==> config.mk <==
export PLATFORM = sky130hd
export DESIGN_NAME = tdc_code_accum
export DESIGN_NICKNAME = d
export VERILOG_FILES = /design/src/rtl/tdc_code_accum.sv
export SDC_FILE = /design/constraint.sdc
export NUM_CORES = 1
export LEC_CHECK = 0
export ABC_CLOCK_PERIOD_IN_PS = 3750
export BUFFER_PORTS_ARGS = -buffer_cell sky130_fd_sc_hd__buf_2
export CAP_MARGIN = 20
export CORE_MARGIN = 1.5
export CORE_UTILIZATION = 40
export DETAILED_ROUTE_END_ITERATION = 10
export GPL_ROUTABILITY_DRIVEN = 0
export PLACE_DENSITY = 0.71
export RECOVER_POWER = 100
export SYNTH_ARGS = -nofsm -noshare
export SYNTH_HDL_FRONTEND = slang
export SYNTH_SLANG_ARGS = --single-unit
export TNS_END_PERCENT = 1
==> constraint.sdc <==
create_clock -name clk -period 3.75 [get_ports clk]
set_clock_uncertainty 0.15 [all_clocks]
set_input_delay 0.375 -clock clk [delete_from_list [all_inputs] [get_ports clk]]
set_output_delay 0.375 -clock clk [all_outputs]
set_load 0.02 [all_outputs]
==> src/rtl/tdc_code_accum.sv <==
// tdc_code_accum: turns thermometer snapshots from a TDC delay line into
// sample codes (popcount) and accumulates 2**LOG2_SAMPLES of them into a
// measurement: sum, truncated average, min, max and a bubble count.
module tdc_code_accum #(
    parameter int N_DELAY      = 32,
    parameter int LOG2_SAMPLES = 4
) (
    input  logic                      clk,
    input  logic                      rst_n,
    input  logic [N_DELAY-1:0]        therm_in,
    input  logic                      therm_valid,
    input  logic                      meas_start,
    output logic                      busy,
    output logic                      done,
    output logic [6+LOG2_SAMPLES-1:0] sum_code,
    output logic [5:0]                avg_code,
    output logic [5:0]                min_code,
    output logic [5:0]                max_code,
    output logic [3:0]                bubble_cnt
);

    localparam int SW = 6 + LOG2_SAMPLES;

    typedef enum logic [1:0] {
        ST_IDLE = 2'd0,
        ST_RUN  = 2'd1,
        ST_DONE = 2'd2
    } state_t;

    // Counting ones is inherently bubble-tolerant: a stray zero below the
    // edge and a stray one above it cancel out instead of corrupting the code.
    function automatic logic [5:0] popcount_f(input logic [N_DELAY-1:0] v);
        logic [5:0] acc;
        acc = 6'd0;
        for (int i = 0; i < N_DELAY; i++) begin
            acc = acc + {5'd0, v[i]};
        end
        return acc;
    endfunction

    // A clean thermometer is 2**k-1, so adding one clears every set bit.
    // All-ones wraps to zero and is therefore also clean.
    function automatic logic is_bubble_f(input logic [N_DELAY-1:0] v);
        logic [N_DELAY-1:0] inc;
        inc = v + N_DELAY'(1);
        return ((v & inc) != {N_DELAY{1'b0}});
    endfunction

    state_t                    state_r;
    logic [SW-1:0]             sum_acc_r;
    logic [5:0]                min_acc_r;
    logic [5:0]                max_acc_r;
    logic [3:0]                bub_acc_r;
    logic [LOG2_SAMPLES-1:0]   cnt_r;

    logic [5:0]                code_s;
    logic                      bubble_s;
    logic                      accept_s;
    logic                      last_s;
    logic [SW-1:0]             sum_nx_s;
    logic [5:0]                min_nx_s;
    logic [5:0]                max_nx_s;
    logic [3:0]                bub_nx_s;

    // Per-sample code and the accumulator values after folding it in.
    always_comb begin
        code_s   = popcount_f(therm_in);
        bubble_s = is_bubble_f(therm_in);
        accept_s = (state_r == ST_RUN) && therm_valid;
        last_s   = (cnt_r == {LOG2_SAMPLES{1'b1}});
        sum_nx_s = sum_acc_r + SW'(code_s);
        if (code_s < min_acc_r) begin
            min_nx_s = code_s;
        end else begin
            min_nx_s = min_acc_r;
        end
        if (code_s > max_acc_r) begin
            max_nx_s = code_s;
        end else begin
            max_nx_s = max_acc_r;
        end
        if (bubble_s && (bub_acc_r != 4'd15)) begin
            bub_nx_s = bub_acc_r + 4'd1;
        end else begin
            bub_nx_s = bub_acc_r;
        end
    end

    // Measurement FSM with working accumulators and registered result outputs.
    always_ff @(posedge clk or negedge rst_n) begin
        if (!rst_n) begin
            state_r    <= ST_IDLE;
            busy       <= 1'b0;
            done       <= 1'b0;
            sum_acc_r  <= {SW{1'b0}};
            min_acc_r  <= 6'd0;
            max_acc_r  <= 6'd0;
            bub_acc_r  <= 4'd0;
            cnt_r      <= {LOG2_SAMPLES{1'b0}};
            sum_code   <= {SW{1'b0}};
            avg_code   <= 6'd0;
            min_code   <= 6'd0;
            max_code   <= 6'd0;
            bubble_cnt <= 4'd0;
        end else begin
            case (state_r)
                ST_IDLE: begin
                    done <= 1'b0;
                    if (meas_start) begin
                        state_r   <= ST_RUN;
                        busy      <= 1'b1;
                        sum_acc_r <= {SW{1'b0}};
                        min_acc_r <= 6'd63;
                        max_acc_r <= 6'd0;
                        bub_acc_r <= 4'd0;
                        cnt_r     <= {LOG2_SAMPLES{1'b0}};
                    end else begin
                        state_r <= ST_IDLE;
                        busy    <= 1'b0;
                    end
                end
                ST_RUN: begin
                    if (accept_s) begin
                        sum_acc_r <= sum_nx_s;
                        min_acc_r <= min_nx_s;
                        max_acc_r <= max_nx_s;
                        bub_acc_r <= bub_nx_s;
                        cnt_r     <= cnt_r + LOG2_SAMPLES'(1);
                        if (last_s) begin
                            // Results are loaded from the post-update values so
                            // the final sample is included on the DONE entry edge.
                            state_r    <= ST_DONE;
                            busy       <= 1'b0;
                            done       <= 1'b1;
                            sum_code   <= sum_nx_s;
                            avg_code   <= sum_nx_s[LOG2_SAMPLES +: 6];
                            min_code   <= min_nx_s;
                            max_code   <= max_nx_s;
                            bubble_cnt <= bub_nx_s;
                        end else begin
                            state_r <= ST_RUN;
                        end
                    end else begin
                        state_r <= ST_RUN;
                    end
                end
                ST_DONE: begin
                    state_r <= ST_IDLE;
                    busy    <= 1'b0;
                    done    <= 1'b0;
                end
                default: begin
                    state_r <= ST_IDLE;
                    busy    <= 1'b0;
                    done    <= 1'b0;
                end
            endcase
        end
    end

endmodule

==> impl_metrics.yaml, run 1 <==
floorplanning:
  die_w_um: 108
  placement_rows: 38
  dieArea_um2: 11600
  dieHeight_um: 108
  floorplan.initialDensity_pct: 40.7
  fp.coreArea_um2: 10700
  number_of_i_o_pins: 70
cts:
  maximum_root_to_sink_buffer_count: 2
  worst_skew_pair.late_latency_ns: 0.34
  cts_sinks: 60
  htree_num_levels: 3
  cts-buffers-inserted: 9
  cts.root.buffer_cell: "sky130_fd_sc_hd__clkbuf_8"
  tritoncts: "yes"
  cts.clk_slew.worst_paths_ns: 0.07
grt:
  grt_first_pass_wirelength_um: 18200
  globalRouteTotalUtil_pct: 20.1
  grt_antenna_before_repair: 0
  grt_pass1_vias: 3885
  grt.overflow.total: 0
  grt_start_max_net_pins: 47
synth:
  syn_area_per_cell_um2: 9.35
  synth-seq-cells: 60
  ys.flop_type: "sky130_fd_sc_hd__dfrtp_1"
  synth_edf_count: 0
  synth_top_cells_by_area: "sky130_fd_sc_hd__dfrtp_1 34%, sky130_fd_sc_hd__fa_1 11%, sky130_fd_sc_hd__ha_1 8.0%"
  synth-async-reset-ratio_pct: 100
  netlist_area_um2: 4380
  synthDominantCellAreaShare_pct: 34.3
  synth_top_area_cell: "sky130_fd_sc_hd__dfrtp_1"
  synth.most_common_cell: "sky130_fd_sc_hd__inv_1"
  synthDistinctLibCells: 53
  post_synth_inst_count: 468
  ys.warnings.count: 0
  syn_nets: 557
  ys_seq_area_share_pct: 34.3
  post_synth_most_frequent_cells: "75 x sky130_fd_sc_hd__inv_1, 60 x sky130_fd_sc_hd__dfrtp_1, 46 x sky130_fd_sc_hd__nand2_1, 42 x sky130_fd_sc_hd__o21ai_0, 28 x sky130_fd_sc_hd__ha_1"
detailed_routing:
  drt_first_iter_violations: 181
  ant_nets: 0
  avgRoutedWirePerCell_um: 14.9
  drt-total-wl_um: 11100
  drc_errors: 0
  dr_total_vias: 3789
  routed_via_density: 5.11
  drtPass1Iterations: 4
timing:
  clock.fmax_mhz: 166
  tightestPinTransition_ns: 1.69
  grt_setup_unrepaired: "yes"
  relSlewSlack_pct: -12.4
  hold_vio_cnt_final: 0
  setup_viol_count_final: 44
  final_critical_path_setup_slack_ns: -2.26
  final_period_minus_worst_setup_slack_ns: 6.01
  tns_ns: -84.06
  timing.final.crit_share_pct: 160
  slew_viol_final: 32
final_layout:
  fin_area_um2: 5580
  num-nets-final: 687
  drive_gt1_share_pct: 25.9
  final_core_utilization_pct: 52.0
  num_antenna_cells: 0
  area_growth_from_synthesis_to_final_layout_pct: 27.6
job:
  maxCapViolations: 1
critical_path:
  worst-endpoint-arrival_ns: 6.07
  critical_path_peak_fanout: 6
  timing.critical_path.to_type: "flop"
  worst-setup-path-type: "input port to flop"
  worstSetupStartpointType: "input port"
  critPathRequiredTime_ns: 3.81
worst_hold_path:
  holdCritPathClass: "input port to flop"
place:
  placed_cell_area_um2: 5310
  dp_hpwl_um: 8640
  placement.io_buffers: 69
  dpl_worst_slack_ns: -2.77
status:
  run_status: "finished with violations"
  violations: "capacitance limit, slew limit, setup timing"
==> placed cells by master (no fill, tap or decap), types with 5 or more instances in the layout <==
| cell type | instances |
|---|---|
| sky130_fd_sc_hd__nand3_1 | 13 |
| sky130_fd_sc_hd__a22o_1 | 6 |
| sky130_fd_sc_hd__nand2_1 | 46 |
| sky130_fd_sc_hd__inv_1 | 64 |
| sky130_fd_sc_hd__xor2_1 | 6 |
| sky130_fd_sc_hd__o211ai_1 | 7 |
| sky130_fd_sc_hd__a31oi_1 | 5 |
| sky130_fd_sc_hd__a21oi_2 | 5 |
| sky130_fd_sc_hd__o21ai_0 | 24 |
| sky130_fd_sc_hd__ha_4 | 6 |
| sky130_fd_sc_hd__mux2i_1 | 12 |
| sky130_fd_sc_hd__nand4_1 | 10 |
| sky130_fd_sc_hd__ha_1 | 22 |
| sky130_fd_sc_hd__dfrtp_1 | 60 |
| sky130_fd_sc_hd__o21a_1 | 5 |
| sky130_fd_sc_hd__inv_2 | 10 |
| sky130_fd_sc_hd__buf_2 | 33 |
| sky130_fd_sc_hd__fa_1 | 23 |
| sky130_fd_sc_hd__a21oi_1 | 6 |
| sky130_fd_sc_hd__o21ai_1 | 18 |
| sky130_fd_sc_hd__buf_4 | 63 |
| sky130_fd_sc_hd__o21bai_1 | 5 |
| sky130_fd_sc_hd__nor2_1 | 18 |
| sky130_fd_sc_hd__xnor2_1 | 5 |
| sky130_fd_sc_hd__clkbuf_8 | 9 |
| sky130_fd_sc_hd__clkbuf_1 | 38 |
| sky130_fd_sc_hd__a21o_1 | 9 |
| sky130_fd_sc_hd__nor3_1 | 6 |
==> path summary, 6_finish.rpt <==
check | from | slack [ns] | end | depth (start not counted)
max | therm_in[19] | -2.26 | max_code[2] | 23
min | meas_start | 0.27 | state_r[0] | 3
max reg2reg | state_r[0] | 0.94 | bub_acc_r[0] | 7
min reg2reg | min_code[3] | 0.33 | min_code[3] | 2
max in group asynchronous | rst_n | 1.04 | busy | 3
min in group asynchronous | rst_n | 0.86 | sum_code[7] | 2
==> metrics by stage <==
stage | hold slack (ns) | instances
2_1_floorplan | -0.0706 | 468
3_3_place_gp | 0.305 | 721
3_5_place_dp | 0.317 | 721
4_1_cts | 0.237 | 741
5_1_grt | 0.282 | 742
6_report | 0.275 | 742
==> repair_timing <==
| action | CTS | global route |
|---|---|---|
| pin swaps | 16 | 10 |
| cloned | 1 | 0 |
| gates resized for setup | 31 | 22 |
| setup endpoints to repair | 44 | 44 |
| setup buffers | 3 | 1 |
| hold buffers | 1 | 0 |
| hold endpoints to repair | 30 | 0 |
==> metal layers <==
layer	GRT usage [%]	vias to the layer above	wire length, um
met5	0	-	0
met2	34.8	131	5510
met3	3.81	18	686
met4	7.89	0	229
met1	24.7	1793	4640
li1	-	1847	-
==> worst max-delay path, cell delays in order <==
cell	delay, ns
sky130_fd_sc_hd__buf_6	0.10
sky130_fd_sc_hd__fa_1	0.52
sky130_fd_sc_hd__inv_1	0.05
sky130_fd_sc_hd__fa_1	0.53
sky130_fd_sc_hd__fa_1	0.45
sky130_fd_sc_hd__fa_1	0.54
sky130_fd_sc_hd__fa_1	0.43
sky130_fd_sc_hd__fa_1	0.47
sky130_fd_sc_hd__inv_2	0.08
sky130_fd_sc_hd__ha_4	0.13
sky130_fd_sc_hd__inv_2	0.04
sky130_fd_sc_hd__fa_2	0.56
sky130_fd_sc_hd__inv_4	0.06
sky130_fd_sc_hd__ha_4	0.21
sky130_fd_sc_hd__nor2b_1	0.12
sky130_fd_sc_hd__o21a_1	0.16
sky130_fd_sc_hd__o21a_1	0.17
sky130_fd_sc_hd__o21a_1	0.16
sky130_fd_sc_hd__o21a_1	0.19
sky130_fd_sc_hd__o22ai_4	0.22
sky130_fd_sc_hd__buf_12	0.16
sky130_fd_sc_hd__mux2i_2	0.24
sky130_fd_sc_hd__o21ai_1	0.08
==> layout make-up <==
class                           count  area, um^2
Clock inverter                      5        30.0
Fill cell                         994        5160
Multi-Input combinational cell    313        2610
Tap cell                          140         175
Sequential cell                    60        1500
Clock buffer                       10         128
Timing Repair Buffer              139         860
Inverter                           75         284
==> flip-flops by register name (all words and copies together), names as in the netlist, 6 cells and up <==
register   cells
sum_acc_r     10
sum_code      10
max_acc_r      6
max_code       6
min_acc_r      6
min_code       6
==> cells by family (layout without fill, tap and decap cells) <==
family / Yosys count / count (layout) / share of synthesized area (%)
flops: 60 / 60 / 34.3
buf+inv: 95 / 229 / 8.75
fa+ha+maj: 53 / 53 / 19.4
simple gates: 119 / 119 / 14.3
compound gates: 109 / 109 / 16.2
xor+xnor: 13 / 13 / 2.60
mux: 19 / 19 / 4.46
Power of run 1 is left out: the tool's default activity adds up to more than one toggle a clock period on the data nets, which glitch-free logic cannot reach.
==> inputs of run 2 (changes only) <==
--- a/config.mk
+++ b/config.mk
@@ -8,8 +8,8 @@
 export ABC_CLOCK_PERIOD_IN_PS = 3750
 export BUFFER_PORTS_ARGS = -buffer_cell sky130_fd_sc_hd__buf_2
 export CAP_MARGIN = 20
-export CORE_MARGIN = 1.5
 export CORE_UTILIZATION = 40
+export CTS_CLUSTER_SIZE = 10
 export DETAILED_ROUTE_END_ITERATION = 10
 export GPL_ROUTABILITY_DRIVEN = 0
 export PLACE_DENSITY = 0.71
==> run 2 against run 1 <==
  * The run still ends with capacitance limit, slew limit, setup timing left
  * Critical path type unchanged
  * Cell count rose by 0.67%
  * Sequential cell count did not move
  * First-iteration DRC count rose by 34%
  * Sequential share of layout area fell by 0.69 points
  * Routed wire length rose by 2.5%
  * Setup slack improved by 0.031 ns
  * Maximum frequency rose by 0.53%
  * Via count rose by 2.0%
==> impl_metrics.yaml, run 2 (synthesis results as in run 1) <==
status:
  run_status: "finished with violations"
  violations: "capacitance limit, slew limit, setup timing"
timing:
  slew_viol_final: 38
  final_critical_path_setup_slack_ns: -2.23
  timing.final.crit_share_pct: 159
  relSlewSlack_pct: -31.1
  setup_viol_count_final: 44
  grt_setup_unrepaired: "yes"
  tightestPinTransition_ns: 1.97
  hold_vio_cnt_final: 0
  final_period_minus_worst_setup_slack_ns: 5.98
  clock.fmax_mhz: 167
critical_path:
  cpMaxStageDelayCell: "sky130_fd_sc_hd__fa_1"
  worstSetupStartpointType: "input port"
  critPathRequiredTime_ns: 3.87
  max_stage_delay_ns: 0.56
  critical_path.cell_chain: "buf_2, fa_1, inv_2, fa_2, fa_1, fa_1, fa_1, fa_1, inv_2, ha_4, inv_2, fa_2, inv_4, buf_6, ha_4, a21o_1, a21oi_2, o21bai_1, a21oi_2, o21bai_1, nand4_1, or3_1, o21ai_1"
  worst-endpoint-arrival_ns: 6.10
  critical_path_peak_fanout: 4
  worst-setup-path-type: "input port to flop"
  path_common_cell: "sky130_fd_sc_hd__fa_1"
  timing.critical_path.to_type: "flop"
cts:
  cts_sinks: 60
  worst_skew_pair.late_latency_ns: 0.34
  cts.clk_slew.worst_paths_ns: 0.07
  cts-buffers-inserted: 9
  htree_num_levels: 3
  tritoncts: "yes"
  maximum_root_to_sink_buffer_count: 2
  cts.root.buffer_cell: "sky130_fd_sc_hd__clkbuf_8"
floorplanning:
  number_of_i_o_pins: 70
  fp.coreArea_um2: 10500
  die_w_um: 107
  floorplan.initialDensity_pct: 41.8
  placement_rows: 37
  dieArea_um2: 11400
  dieHeight_um: 107
detailed_routing:
  avgRoutedWirePerCell_um: 15.2
  drt_first_iter_violations: 242
  dr_total_vias: 3863
  ant_nets: 0
  drc_errors: 0
  drt-total-wl_um: 11400
  routed_via_density: 5.17
  drtPass1Iterations: 4
job:
  maxCapViolations: 1
grt:
  grt_pass1_vias: 3978
  globalRouteTotalUtil_pct: 21.0
  grt_antenna_before_repair: 0
  grt_first_pass_wirelength_um: 18800
  grt_start_max_net_pins: 38
  grt.overflow.total: 0
final_layout:
  layout.cells.most_common_list: "67 x sky130_fd_sc_hd__buf_4, 64 x sky130_fd_sc_hd__inv_1, 60 x sky130_fd_sc_hd__dfrtp_1"
  ff_latch_area_um2: 1500
  num-nets-final: 695
  final_common_cell: "sky130_fd_sc_hd__buf_4"
  finish.cell_count_without_fillers: 747
  multi_input_comb_area_um2: 2670
  drive_gt1_share_pct: 27.8
  layout.filler_cells: 968
  largest_registers: "sum_acc_r x10, sum_code x10"
  area_growth_from_synthesis_to_final_layout_pct: 30.9
  num_antenna_cells: 0
worst_hold_path:
  holdCritPathClass: "input port to flop"
place:
  dp.cells: 727
  dp_hpwl_um: 8800
  placement.io_buffers: 69
==> run 2: cell types whose count changed in the layout (fill, tap and decap cells not counted), sizes merged <==
cell / previous run / this run
clkinv: 3 / 1
clkbuf: 49 / 50
bufinv: 0 / 1
clkinvlp: 2 / 3
buf: 99 / 107
==> run 2: critical path: cells and delay by family <==
| kind | cells | cell delay, ns |
|---|---|---|
| AO/OA/AOI/OAI | 6 | 0.74 |
| AND/OR/NAND/NOR | 2 | 0.59 |
| adder cells (fa/ha/maj) | 9 | 3.90 |
| buffers and inverters | 6 | 0.48 |
==> run 2: worst paths after layout <==
path | startpoint | endpoint | slack [ns] | cells after the start
max | therm_in[17] | sum_acc_r[9] | -2.23 | 23
min | meas_start | state_r[0] | 0.24 | 3
max reg2reg | state_r[0] | bub_acc_r[0] | 0.96 | 7
min reg2reg | sum_code[0] | sum_code[0] | 0.33 | 2
max in group asynchronous | rst_n | max_acc_r[5] | 0.99 | 3
min in group asynchronous | rst_n | sum_code[0] | 0.97 | 2
==> run 2: area by class of cell <==
class	instances	area share [%]
well taps	136	2.97
inverters	75	4.96
clock buffers	11	2.47
clock inverters	5	1.07
flip-flops and latches	60	26.2
multi-input cells	313	46.5
repair buffers	147	15.8
==> run 2: routing by layer <==
layer  up-vias  global-route usage (%)  wire (um)
met5         -                       0          0
met4         0                    5.77        170
met3        18                    5.29        632
met2       123                    34.9       5540
met1      1857                    27.2       5000
li1       1865                       -          -
==> run 2: through the flow <==
step                instance area (um^2)  utilization, %  TNS, ns  hold WS (ns)  setup WS, ns
global route                        5730            54.8   -91.72         0.268         -2.40
global placement                    5370            51.3  -101.17         0.313         -2.53
CTS                                 5700            54.5   -85.50         0.199         -2.21
detailed placement                  5370            51.3  -107.56         0.318         -2.71
floorplan                           4410               -   -88.79       -0.0706         -2.36
finish                              5730            54.8   -83.97         0.236         -2.23
==> run 2: timing repair <==
action	4_1_cts	5_1_grt
buffers inserted	2	1
endpoints found under the setup margin	44	44
pin swaps	20	15
gates resized for setup	31	27
hold endpoints to repair	27	0
hold buffers	1	0
Power of run 2 is left out for the same reason.
==> inputs of run 3 (changes only) <==
--- a/config.mk
+++ b/config.mk
@@ -5,7 +5,7 @@
 export SDC_FILE = /design/constraint.sdc
 export NUM_CORES = 1
 export LEC_CHECK = 0
-export ABC_CLOCK_PERIOD_IN_PS = 3750
+export ABC_CLOCK_PERIOD_IN_PS = 7100
 export BUFFER_PORTS_ARGS = -buffer_cell sky130_fd_sc_hd__buf_2
 export CAP_MARGIN = 20
 export CORE_UTILIZATION = 40
==> constraint.sdc (replaced) <==
create_clock -name clk -period 7.1 [get_ports clk]
set_clock_uncertainty 0.15 [all_clocks]
set_input_delay 0.71 -clock clk [delete_from_list [all_inputs] [get_ports clk]]
set_output_delay 0.71 -clock clk [all_outputs]
set_load 0.02 [all_outputs]
==> run 3 against run 2 <==
  * Global-route usage decreased by 2.4 points
  * Critical path depth unchanged
  * The flow finishes with violations (capacitance limit, slew limit)
  * Die area unchanged
  * Routed wire length decreased by 11%
==> impl_metrics.yaml, run 3 (synthesis results as in run 1) <==
timing:
  final_period_minus_worst_setup_slack_ns: 6.60
  timing.final.crit_share_pct: 93.0
  tns_ns: 0
  clock.fmax_mhz: 151
  hold_vio_cnt_final: 0
  tightestPinTransition_ns: 3.20
  grt_setup_unrepaired: "no"
  relSlewSlack_pct: -113
  setup_viol_count_final: 0
  slew_viol_final: 61
floorplanning:
  dieArea_um2: 11400
  floorplan.initialDensity_pct: 41.8
  placement_rows: 37
  fp.coreArea_um2: 10500
  die_w_um: 107
  dieHeight_um: 107
  number_of_i_o_pins: 70
critical_path:
  timing.critical_path.to_type: "flop"
  worstSetupStartpointType: "input port"
  critical_path_peak_fanout: 7
  max_stage_delay_ns: 0.58
  cpMaxStageDelayCell: "sky130_fd_sc_hd__fa_1"
  worst-endpoint-arrival_ns: 6.63
  worst-setup-path-type: "input port to flop"
  path_delay_family: "adder cells"
  critPathRequiredTime_ns: 7.13
  critical_path.cell_chain: "buf_2, inv_1, fa_1, fa_1, inv_1, fa_1, fa_1, fa_1, inv_1, fa_1, inv_1, ha_1, a21o_1, a21oi_1, xor2_1, inv_1, ha_1, a21o_1, a21o_1, a21oi_1, clkbuf_1, mux2i_1, o21ai_0"
  cp_num_buf_inv: 7
  path_common_cell: "sky130_fd_sc_hd__fa_1"
grt:
  grt_start_max_net_pins: 61
  grt.overflow.total: 0
  globalRouteTotalUtil_pct: 18.6
  grt_pass1_vias: 3483
  grt_first_pass_wirelength_um: 16900
  grt_antenna_before_repair: 0
place:
  placed_cell_area_um2: 4840
  dp_hpwl_um: 7850
  placement.io_buffers: 69
status:
  violations: "capacitance limit, slew limit"
  run_status: "finished with violations"
cts:
  ctsHoldBuffers: 0
  htree_num_levels: 3
  cts.repair_timing.setup_buffer_count: 0
  cts_sinks: 60
  cts.root.buffer_cell: "sky130_fd_sc_hd__clkbuf_8"
  cts-resized-gates: 0
  cts-buffers-inserted: 9
  tritoncts: "yes"
  cts.clk_slew.worst_paths_ns: 0.07
  worst_skew_pair.late_latency_ns: 0.34
  maximum_root_to_sink_buffer_count: 2
detailed_routing:
  drtPass1Iterations: 5
  drt-total-wl_um: 10100
  dr_total_vias: 3593
  ant_nets: 0
  avgRoutedWirePerCell_um: 14.9
  routed_via_density: 5.32
  drc_errors: 0
  drt_first_iter_violations: 277
final_layout:
  final_common_cell: "sky130_fd_sc_hd__inv_1"
  area_growth_from_synthesis_to_final_layout_pct: 13.2
  fin_area_um2: 4950
  layout.cells.most_common_list: "75 x sky130_fd_sc_hd__inv_1, 60 x sky130_fd_sc_hd__dfrtp_1, 46 x sky130_fd_sc_hd__nand2_1"
  largest_registers: "sum_acc_r x10, sum_code x10"
  num_antenna_cells: 0
  drive_gt1_share_pct: 11.9
  final_core_utilization_pct: 47.4
  num-nets-final: 624
  layout.filler_cells: 1021
job:
  maxCapViolations: 1
worst_hold_path:
  holdCritPathClass: "flop to flop"
## run 3: cell types whose count changed in the layout (fill, tap and decap cells not counted), sizes merged
cell,before,now
clkinvlp,3,1
buf,107,37
clkinv,1,3
clkbuf,50,49
dlygate4sd3,1,0
## run 3: worst paths after layout
kind / start / endpoint / slack, ns / cells past startpoint
max in group asynchronous: rst_n / min_acc_r[4] / 3.62 / 2
hold reg to reg: min_code[1] / min_code[1] / 0.33 / 2
hold / removal: min_code[1] / min_code[1] / 0.33 / 2
min in group asynchronous: rst_n / sum_code[8] / 1.39 / 2
setup reg to reg: cnt_r[0] / sum_code[5] / 4.14 / 7
setup / recovery: therm_in[0] / min_code[3] / 0.50 / 23
## run 3: through the flow
step / setup slack [ns] / instances / hold slack, ns
finish: 0.497 / 675 / 0.331
global route: 0.150 / 675 / 0.353
CTS: 0.549 / 675 / 0.337
detailed placement: 0.206 / 660 / 0.320
global placement: 0.310 / 660 / 0.310
floorplan: 0.442 / 468 / 0.264
## run 3: area by class of cell
class                           instances  area [um^2]  area share, %
Clock buffer                           10          138           2.78
Inverter                               75          282           5.68
Timing Repair Buffer                   76          337           6.79
Multi-Input combinational cell        313         2470           49.9
Tap cell                              136          170           3.43
Clock inverter                          5         52.6           1.06
Sequential cell                        60         1500           30.3
## run 3: layer usage
metal / track usage (%) / vias to the layer above / part of all wire, %
met5: 0 / - / 0
met4: 4.11 / 0 / 1.3
met3: 4.86 / 18 / 5.9
met2: 29.9 / 134 / 49
met1: 25.3 / 1713 / 44
li1: - / 1728 / -
## run 3: worst register-to-register path: stages, from the launching register on
cell	delay, ns
sky130_fd_sc_hd__dfrtp_1	0.41
sky130_fd_sc_hd__ha_1	0.21
sky130_fd_sc_hd__nand2_1	0.09
sky130_fd_sc_hd__nor2_1	0.09
sky130_fd_sc_hd__nand2_1	0.50
sky130_fd_sc_hd__clkbuf_1	0.82
sky130_fd_sc_hd__inv_1	0.26
sky130_fd_sc_hd__mux2_2	0.33
Power of run 3 is left out for the same reason.
